## config.mk

```make
export PLATFORM = sky130hd
export DESIGN_NAME = line_xfer_ctrl
export DESIGN_NICKNAME = d
export VERILOG_FILES = /design/src/rtl/line_xfer_ctrl.sv
export SDC_FILE = /design/constraint.sdc
export NUM_CORES = 1
export LEC_CHECK = 0
export CORE_ASPECT_RATIO = 1.75
export CORE_MARGIN = 2
export CORE_UTILIZATION = 50
export DETAILED_ROUTE_END_ITERATION = 8
export PLACE_DENSITY = 0.79
export SLEW_MARGIN = 20
export SYNTH_ARGS = -nofsm -noshare
export SYNTH_HDL_FRONTEND = slang
export SYNTH_SLANG_ARGS = --single-unit
export TNS_END_PERCENT = 30
```

## constraint.sdc

```tcl
create_clock -name clk -period 3.25 [get_ports clk]
set_input_delay 0.65 -clock clk [delete_from_list [all_inputs] [get_ports clk]]
set_output_delay 0.65 -clock clk [all_outputs]
set_load 0.02 [all_outputs]
```

## src/rtl/line_xfer_ctrl.sv

```systemverilog
// line_xfer_ctrl
//   Sequences one cache-line transfer between the cache SRAM and SDRAM:
//   an optional write-back of the evicted line (WB) followed by an optional
//   fill of the requested line (FILL), one word per slot of SDRAM_LAT+1
//   cycles, finishing with a single-cycle DONE.
// Ports
//   clk, rst_n                 clock, asynchronous active-low reset
//   start                      one-cycle request pulse (sampled in IDLE only)
//   wb_req, fill_req           requested phases
//   index, old_tag, new_tag    line index and tags, captured on start
//   busy, done                 transfer status / completion pulse
//   Address_sdram, wr_rd_sdram, mstrb_sdram   SDRAM word access
//   address_sram, wen_sram     cache SRAM word access
//   mux_sel, demux_sel         data-path steering (SRAM->SDRAM, SDRAM->SRAM)
module line_xfer_ctrl #(
  parameter int ADDR_WIDTH      = 16,
  parameter int ADDR_WIDTH_SRAM = 8,
  parameter int TAG_SIZE        = 8,
  parameter int INDEX_SIZE      = 3,
  parameter int OFFSET_SIZE     = 5,
  parameter int SDRAM_LAT       = 4
) (
  input  logic                       clk,
  input  logic                       rst_n,
  input  logic                       start,
  input  logic                       wb_req,
  input  logic                       fill_req,
  input  logic [INDEX_SIZE-1:0]      index,
  input  logic [TAG_SIZE-1:0]        old_tag,
  input  logic [TAG_SIZE-1:0]        new_tag,
  output logic                       busy,
  output logic                       done,
  output logic [ADDR_WIDTH-1:0]      Address_sdram,
  output logic                       wr_rd_sdram,
  output logic                       mstrb_sdram,
  output logic [ADDR_WIDTH_SRAM-1:0] address_sram,
  output logic                       wen_sram,
  output logic                       mux_sel,
  output logic                       demux_sel
);

  localparam int SLOT_W = (SDRAM_LAT > 0) ? $clog2(SDRAM_LAT + 1) : 1;

  typedef enum logic [1:0] {
    IDLE = 2'd0,
    WB   = 2'd1,
    FILL = 2'd2,
    DONE = 2'd3
  } state_t;

  state_t                 state_r;
  state_t                 nxt_state_s;
  logic [SLOT_W-1:0]      slot_r;
  logic [SLOT_W-1:0]      nxt_slot_s;
  logic [OFFSET_SIZE-1:0] offset_r;
  logic [OFFSET_SIZE-1:0] nxt_offset_s;
  logic                   cap_fill_r;
  logic [INDEX_SIZE-1:0]  cap_index_r;
  logic [TAG_SIZE-1:0]    cap_old_tag_r;
  logic [TAG_SIZE-1:0]    cap_new_tag_r;
  logic                   slot_last_s;
  logic                   offset_last_s;
  logic [INDEX_SIZE-1:0]  eff_index_s;
  logic [TAG_SIZE-1:0]    eff_old_tag_s;
  logic [TAG_SIZE-1:0]    eff_new_tag_s;

  assign slot_last_s   = (slot_r == SLOT_W'(SDRAM_LAT));
  assign offset_last_s = &offset_r;

  // Line fields for the next cycle: the live inputs on the start edge (the
  // capture registers are only loaded at that same edge), captured copies after.
  always_comb begin
    if (state_r == IDLE) begin
      eff_index_s   = index;
      eff_old_tag_s = old_tag;
      eff_new_tag_s = new_tag;
    end else begin
      eff_index_s   = cap_index_r;
      eff_old_tag_s = cap_old_tag_r;
      eff_new_tag_s = cap_new_tag_r;
    end
  end

  // Next-state, slot and offset computation; outputs are registered from these.
  always_comb begin
    nxt_state_s  = state_r;
    nxt_slot_s   = slot_r;
    nxt_offset_s = offset_r;
    case (state_r)
      IDLE: begin
        if (start) begin
          nxt_slot_s   = '0;
          nxt_offset_s = '0;
          if (wb_req) begin
            nxt_state_s = WB;
          end else if (fill_req) begin
            nxt_state_s = FILL;
          end else begin
            nxt_state_s = DONE;
          end
        end else begin
          nxt_state_s = IDLE;
        end
      end
      WB, FILL: begin
        if (slot_last_s) begin
          nxt_slot_s   = '0;
          nxt_offset_s = offset_r + OFFSET_SIZE'(1);
          if (offset_last_s) begin
            // Offset wraps to 0, which is also the start offset of a following FILL.
            if ((state_r == WB) && cap_fill_r) begin
              nxt_state_s = FILL;
            end else begin
              nxt_state_s = DONE;
            end
          end else begin
            nxt_state_s = state_r;
          end
        end else begin
          nxt_slot_s = slot_r + SLOT_W'(1);
        end
      end
      DONE: begin
        nxt_state_s = IDLE;
      end
      default: begin
        nxt_state_s = IDLE;
      end
    endcase
  end

  // State, counters, captured request and registered outputs.
  always_ff @(posedge clk or negedge rst_n) begin
    if (!rst_n) begin
      state_r       <= IDLE;
      slot_r        <= '0;
      offset_r      <= '0;
      cap_fill_r    <= 1'b0;
      cap_index_r   <= '0;
      cap_old_tag_r <= '0;
      cap_new_tag_r <= '0;
      busy          <= 1'b0;
      done          <= 1'b0;
      Address_sdram <= '0;
      wr_rd_sdram   <= 1'b0;
      mstrb_sdram   <= 1'b0;
      address_sram  <= '0;
      wen_sram      <= 1'b0;
      mux_sel       <= 1'b0;
      demux_sel     <= 1'b0;
    end else begin
      state_r  <= nxt_state_s;
      slot_r   <= nxt_slot_s;
      offset_r <= nxt_offset_s;
      if ((state_r == IDLE) && start) begin
        cap_fill_r    <= fill_req;
        cap_index_r   <= index;
        cap_old_tag_r <= old_tag;
        cap_new_tag_r <= new_tag;
      end else begin
        cap_fill_r    <= cap_fill_r;
        cap_index_r   <= cap_index_r;
        cap_old_tag_r <= cap_old_tag_r;
        cap_new_tag_r <= cap_new_tag_r;
      end
      busy        <= (nxt_state_s != IDLE);
      done        <= (nxt_state_s == DONE);
      mstrb_sdram <= ((nxt_state_s == WB) || (nxt_state_s == FILL)) && (nxt_slot_s == '0);
      wr_rd_sdram <= (nxt_state_s == WB);
      mux_sel     <= (nxt_state_s == WB);
      demux_sel   <= (nxt_state_s == FILL);
      // SRAM write lands in the last slot cycle, once the SDRAM read data is valid.
      wen_sram    <= (nxt_state_s == FILL) && (nxt_slot_s == SLOT_W'(SDRAM_LAT));
      if (nxt_state_s == WB) begin
        Address_sdram <= ADDR_WIDTH'({eff_old_tag_s, eff_index_s, nxt_offset_s});
        address_sram  <= ADDR_WIDTH_SRAM'({eff_index_s, nxt_offset_s});
      end else if (nxt_state_s == FILL) begin
        Address_sdram <= ADDR_WIDTH'({eff_new_tag_s, eff_index_s, nxt_offset_s});
        address_sram  <= ADDR_WIDTH_SRAM'({eff_index_s, nxt_offset_s});
      end else begin
        Address_sdram <= Address_sdram;
        address_sram  <= address_sram;
      end
    end
  end

endmodule
```

==> metrics list <==
- Result of the run: completed
- The share of synthesized area in the top cell type comes to 0.518.
- CTS tree: done
- Setup repair after global routing left no endpoint under its margin.
- After the first detailed-routing iteration, the DRC count stood at 43.
- In this run the worst hold path is classified as in -> async.
- Cell breakdown of the critical path: ha_1, and3_1, ha_1, nand3_1, a21oi_1, a21oi_1, o22ai_1, ha_1, mux4_2, mux2_2
* DRC violations left: 0
* Final period utilization: 0.848
* # setup viols final: 0
- Synth-to-Final Area Change: 25.1%
- The floorplan step defined a die boundary enclosing 5630 µm².
* Synthesis warning total: 0
- For this run, the detailed router's first-pass iteration total came to 4.
* Worst EP arrival: 2.95 ns
* I/O Buffers: 54
* Clock Sinks: 52
- The number of nets handed over by synthesis was 226.
* CP most frequent cell: sky130_fd_sc_hd__ha_1
- Clock root buffer: sky130_fd_sc_hd__clkbuf_8
- Critical path startpoint category: register
* Number of H-tree levels: 2
- The number of global-route vias before repair was 1707.
- Detailed placement ended at an HPWL of 3510 µm.
- The number of setup buffers added after CTS is 0.
- The number of failing hold endpoints at the final stage was 0.
- Crit path required time: 3.44 ns
- 0 antenna diodes ended up in the layout.
- After floorplanning, the core was sized to cover 4890 µm².
* Largest stage delay on the critical path: 0.48 ns
* Actual slew at the worst max-slew pin: 0.889 ns
- Syn Inst Count: 191
- Final weighted congestion of routability-driven global placement: 0.778
- The average instance in the mapped netlist occupies 13.2 µm².
- In this run the power density over the cells is 771 nW/µm².
* Count of pins over their slew limit: 0
- Final ANT Viol Nets: 0
* Type of the setup path with the least slack: reg -> reg
* Worst setup skew after layout: 0.0102 ns
* Most common cell in the synthesized netlist: sky130_fd_sc_hd__dfrtp_1
- # rows: 34
* Most instantiated flip-flop cell in the synthesis netlist: sky130_fd_sc_hd__dfrtp_1
* Cell Area, Synth: 2510 µm²
- Across the VDD grid, the largest voltage drop is 629 µV.
* Minimum setup slack after placement: 0.440 ns
- The clock passes through at most 2 buffers.
* P_leak: 1.39 nW
- Entering global routing, the biggest net connects 42 pins.
* Initial standard-cell utilization of the core: 0.514
- For this run, the total global-route usage over all layers was measured as 0.190.
- Final Worst Setup Slack: 0.494 ns
* Critical-path cell with the highest stage delay: sky130_fd_sc_hd__ha_1
- First-pass GRT wire length: 8160 µm
- Across the run, the number of max-cap violations was 0.
- Share of the yosys chip area belonging to registers: 0.518
- Routed length per instance: 16.3 µm
* Min cycle time layout: 2.76 ns
* Number of buffers created by CTS: 5
* Die extent in y: 97.8 µm
- I/O pin count: 55
- Antenna violations before repair: 0
- In this run, synthesis inferred 0 flip-flops with an integrated enable.
* Dominant cells by area after synthesis: sky130_fd_sc_hd__dfrtp_1 52%, sky130_fd_sc_hd__mux2_2 14%, sky130_fd_sc_hd__mux4_2 7.2%
- Ranked by instance count, the synthesized netlist is headed by 52 x sky130_fd_sc_hd__dfrtp_1, 32 x sky130_fd_sc_hd__mux2_2, 11 x sky130_fd_sc_hd__ha_1.
* Share of final-layout standard cells stronger than drive strength 1: 0.229
- Synthesis inferred 52 register bits.
- Dividing the detail-routed via count by the number of cells gives 5.58.
- Max-slew headroom at the worst pin: 0.408
* Max FO, Critical Path: 9
* Number of gates resized after CTS: 0
* Overall die width: 57.6 µm
- The number of hold buffers added after CTS was 0.
- Share of flip-flops with an asynchronous set or reset: 1.00
- Via count: 1640
* Count of unique library cells instantiated by Yosys: 36
* Aggregate negative setup slack: 0 ns
- sky130_fd_sc_hd__dfrtp_1 takes more of the synthesized area than any other cell.
- Gr ovfl total: 0
- Hold timing on the final database bottoms out at a slack of 0.458 ns.
- Total wire length: 4800 µm
- Number of nets at the end of the flow: 274
* Maximum achievable frequency: 363 MHz
* Clock latency of the later-clocked register in the worst-skew pair: 0.31 ns
* Capturing element type of the critical path: register
- After clock tree synthesis, the clock-pin slew on the worst setup and hold paths is 0.09 ns.
-- worst max-delay path, delay by kind of cell (launching register included) --
| family | cells | cell delay (ns) |
|---|---|---|
| adder cells (fa/ha/maj) | 3 | 0.83 |
| multiplexers | 2 | 0.66 |
| flip-flops | 1 | 0.42 |
| AO/OA/AOI/OAI | 3 | 0.47 |
| AND/OR/NAND/NOR | 2 | 0.27 |
-- state kept, by name, summed over array words and instances, names as in the netlist --
signal and cells:
cap_fill_r 1, done 1, wen_sram 1, mstrb_sdram 1, Address_sdram 16, slot_r 3, demux_sel 1, cap_old_tag_r 8
cap_index_r 3, mux_sel 1, state_r 2, cap_new_tag_r 8, offset_r 5, busy 1
-- metal layers --
layer | vias up | part of all wire | GRT usage
met5 | - | 0 | 0
met4 | 0 | 0.022 | 0.0751
met3 | 7 | 0.038 | 0.0411
met2 | 36 | 0.57 | 0.323
met1 | 832 | 0.37 | 0.228
li1 | 765 | - | -
-- worst paths after layout --
| path | slack (ns) | depth (start not counted) | from | endpoint |
|---|---|---|---|---|
| min in group clk | 0.51 | 1 | cap_old_tag_r[2]$_DFFE_PN0P_ | cap_old_tag_r[2]$_DFFE_PN0P_ |
| hold / removal | 0.46 | 1 | rst_n | demux_sel$_DFF_PN0_ |
| setup / recovery | 0.49 | 10 | offset_r[0]$_DFF_PN0_ | Address_sdram[10]$_DFFE_PN0P_ |
| setup reg to reg | 0.49 | 10 | offset_r[0]$_DFF_PN0_ | Address_sdram[10]$_DFFE_PN0P_ |
| max in group asynchronous | 2.15 | 2 | rst_n | Address_sdram[13]$_DFFE_PN0P_ |
| hold reg to reg | 0.51 | 1 | cap_old_tag_r[2]$_DFFE_PN0P_ | cap_old_tag_r[2]$_DFFE_PN0P_ |
-- cell type report --
class | count | area (µm²)
clock buffer | 5 | 68.8
clock inverter | 3 | 42.5
fill | 389 | 1750
inverter | 10 | 37.5
multi-input combinational | 111 | 1050
sequential | 52 | 1300
tap | 54 | 67.6
timing repair buffer | 59 | 573
-- through the flow --
stage	total power, mW	instances	cell area [µm²]	util
after floorplan	1.64	191	2510	-
after global placement	1.98	286	3030	0.620
after detailed placement	2.01	286	3030	0.620
after CTS	2.46	294	3140	0.643
after global routing	2.58	294	3140	0.643
final	2.43	294	3140	0.643
-- placed cells by master, fill, tap and decap left out, drive strengths merged, types with 2 or more instances in the layout --
cell           instances
clkdlybuf4s50         53
dfrtp                 52
mux2                  32
ha                    11
inv                   10
nor2                   8
mux4                   8
nand2                  7
a21oi                  6
buf                    6
o21ai                  5
clkbuf                 5
a22o                   4
nand3                  3
mux2i                  3
nand2b                 2
o22a                   2
nor2b                  2
nand4b                 2
a31oi                  2
and2                   2
a21o                   2
-- power breakdown --
part | internal (mW) | switching (mW) | total [mW]
combinational | 0.552 | 0.474 | 1.03
clock | 0.228 | 0.210 | 0.438
sequential | 0.842 | 0.120 | 0.962
-- kinds of logic after synthesis --
group	count (synthesis)	share of synthesized area
flops	52	0.518
mux	43	0.227
simple gates	32	0.0682
buf+inv	28	0.0632
compound gates	25	0.0692
fa+ha+maj	11	0.0548
(Power assumes the default switching activity.)
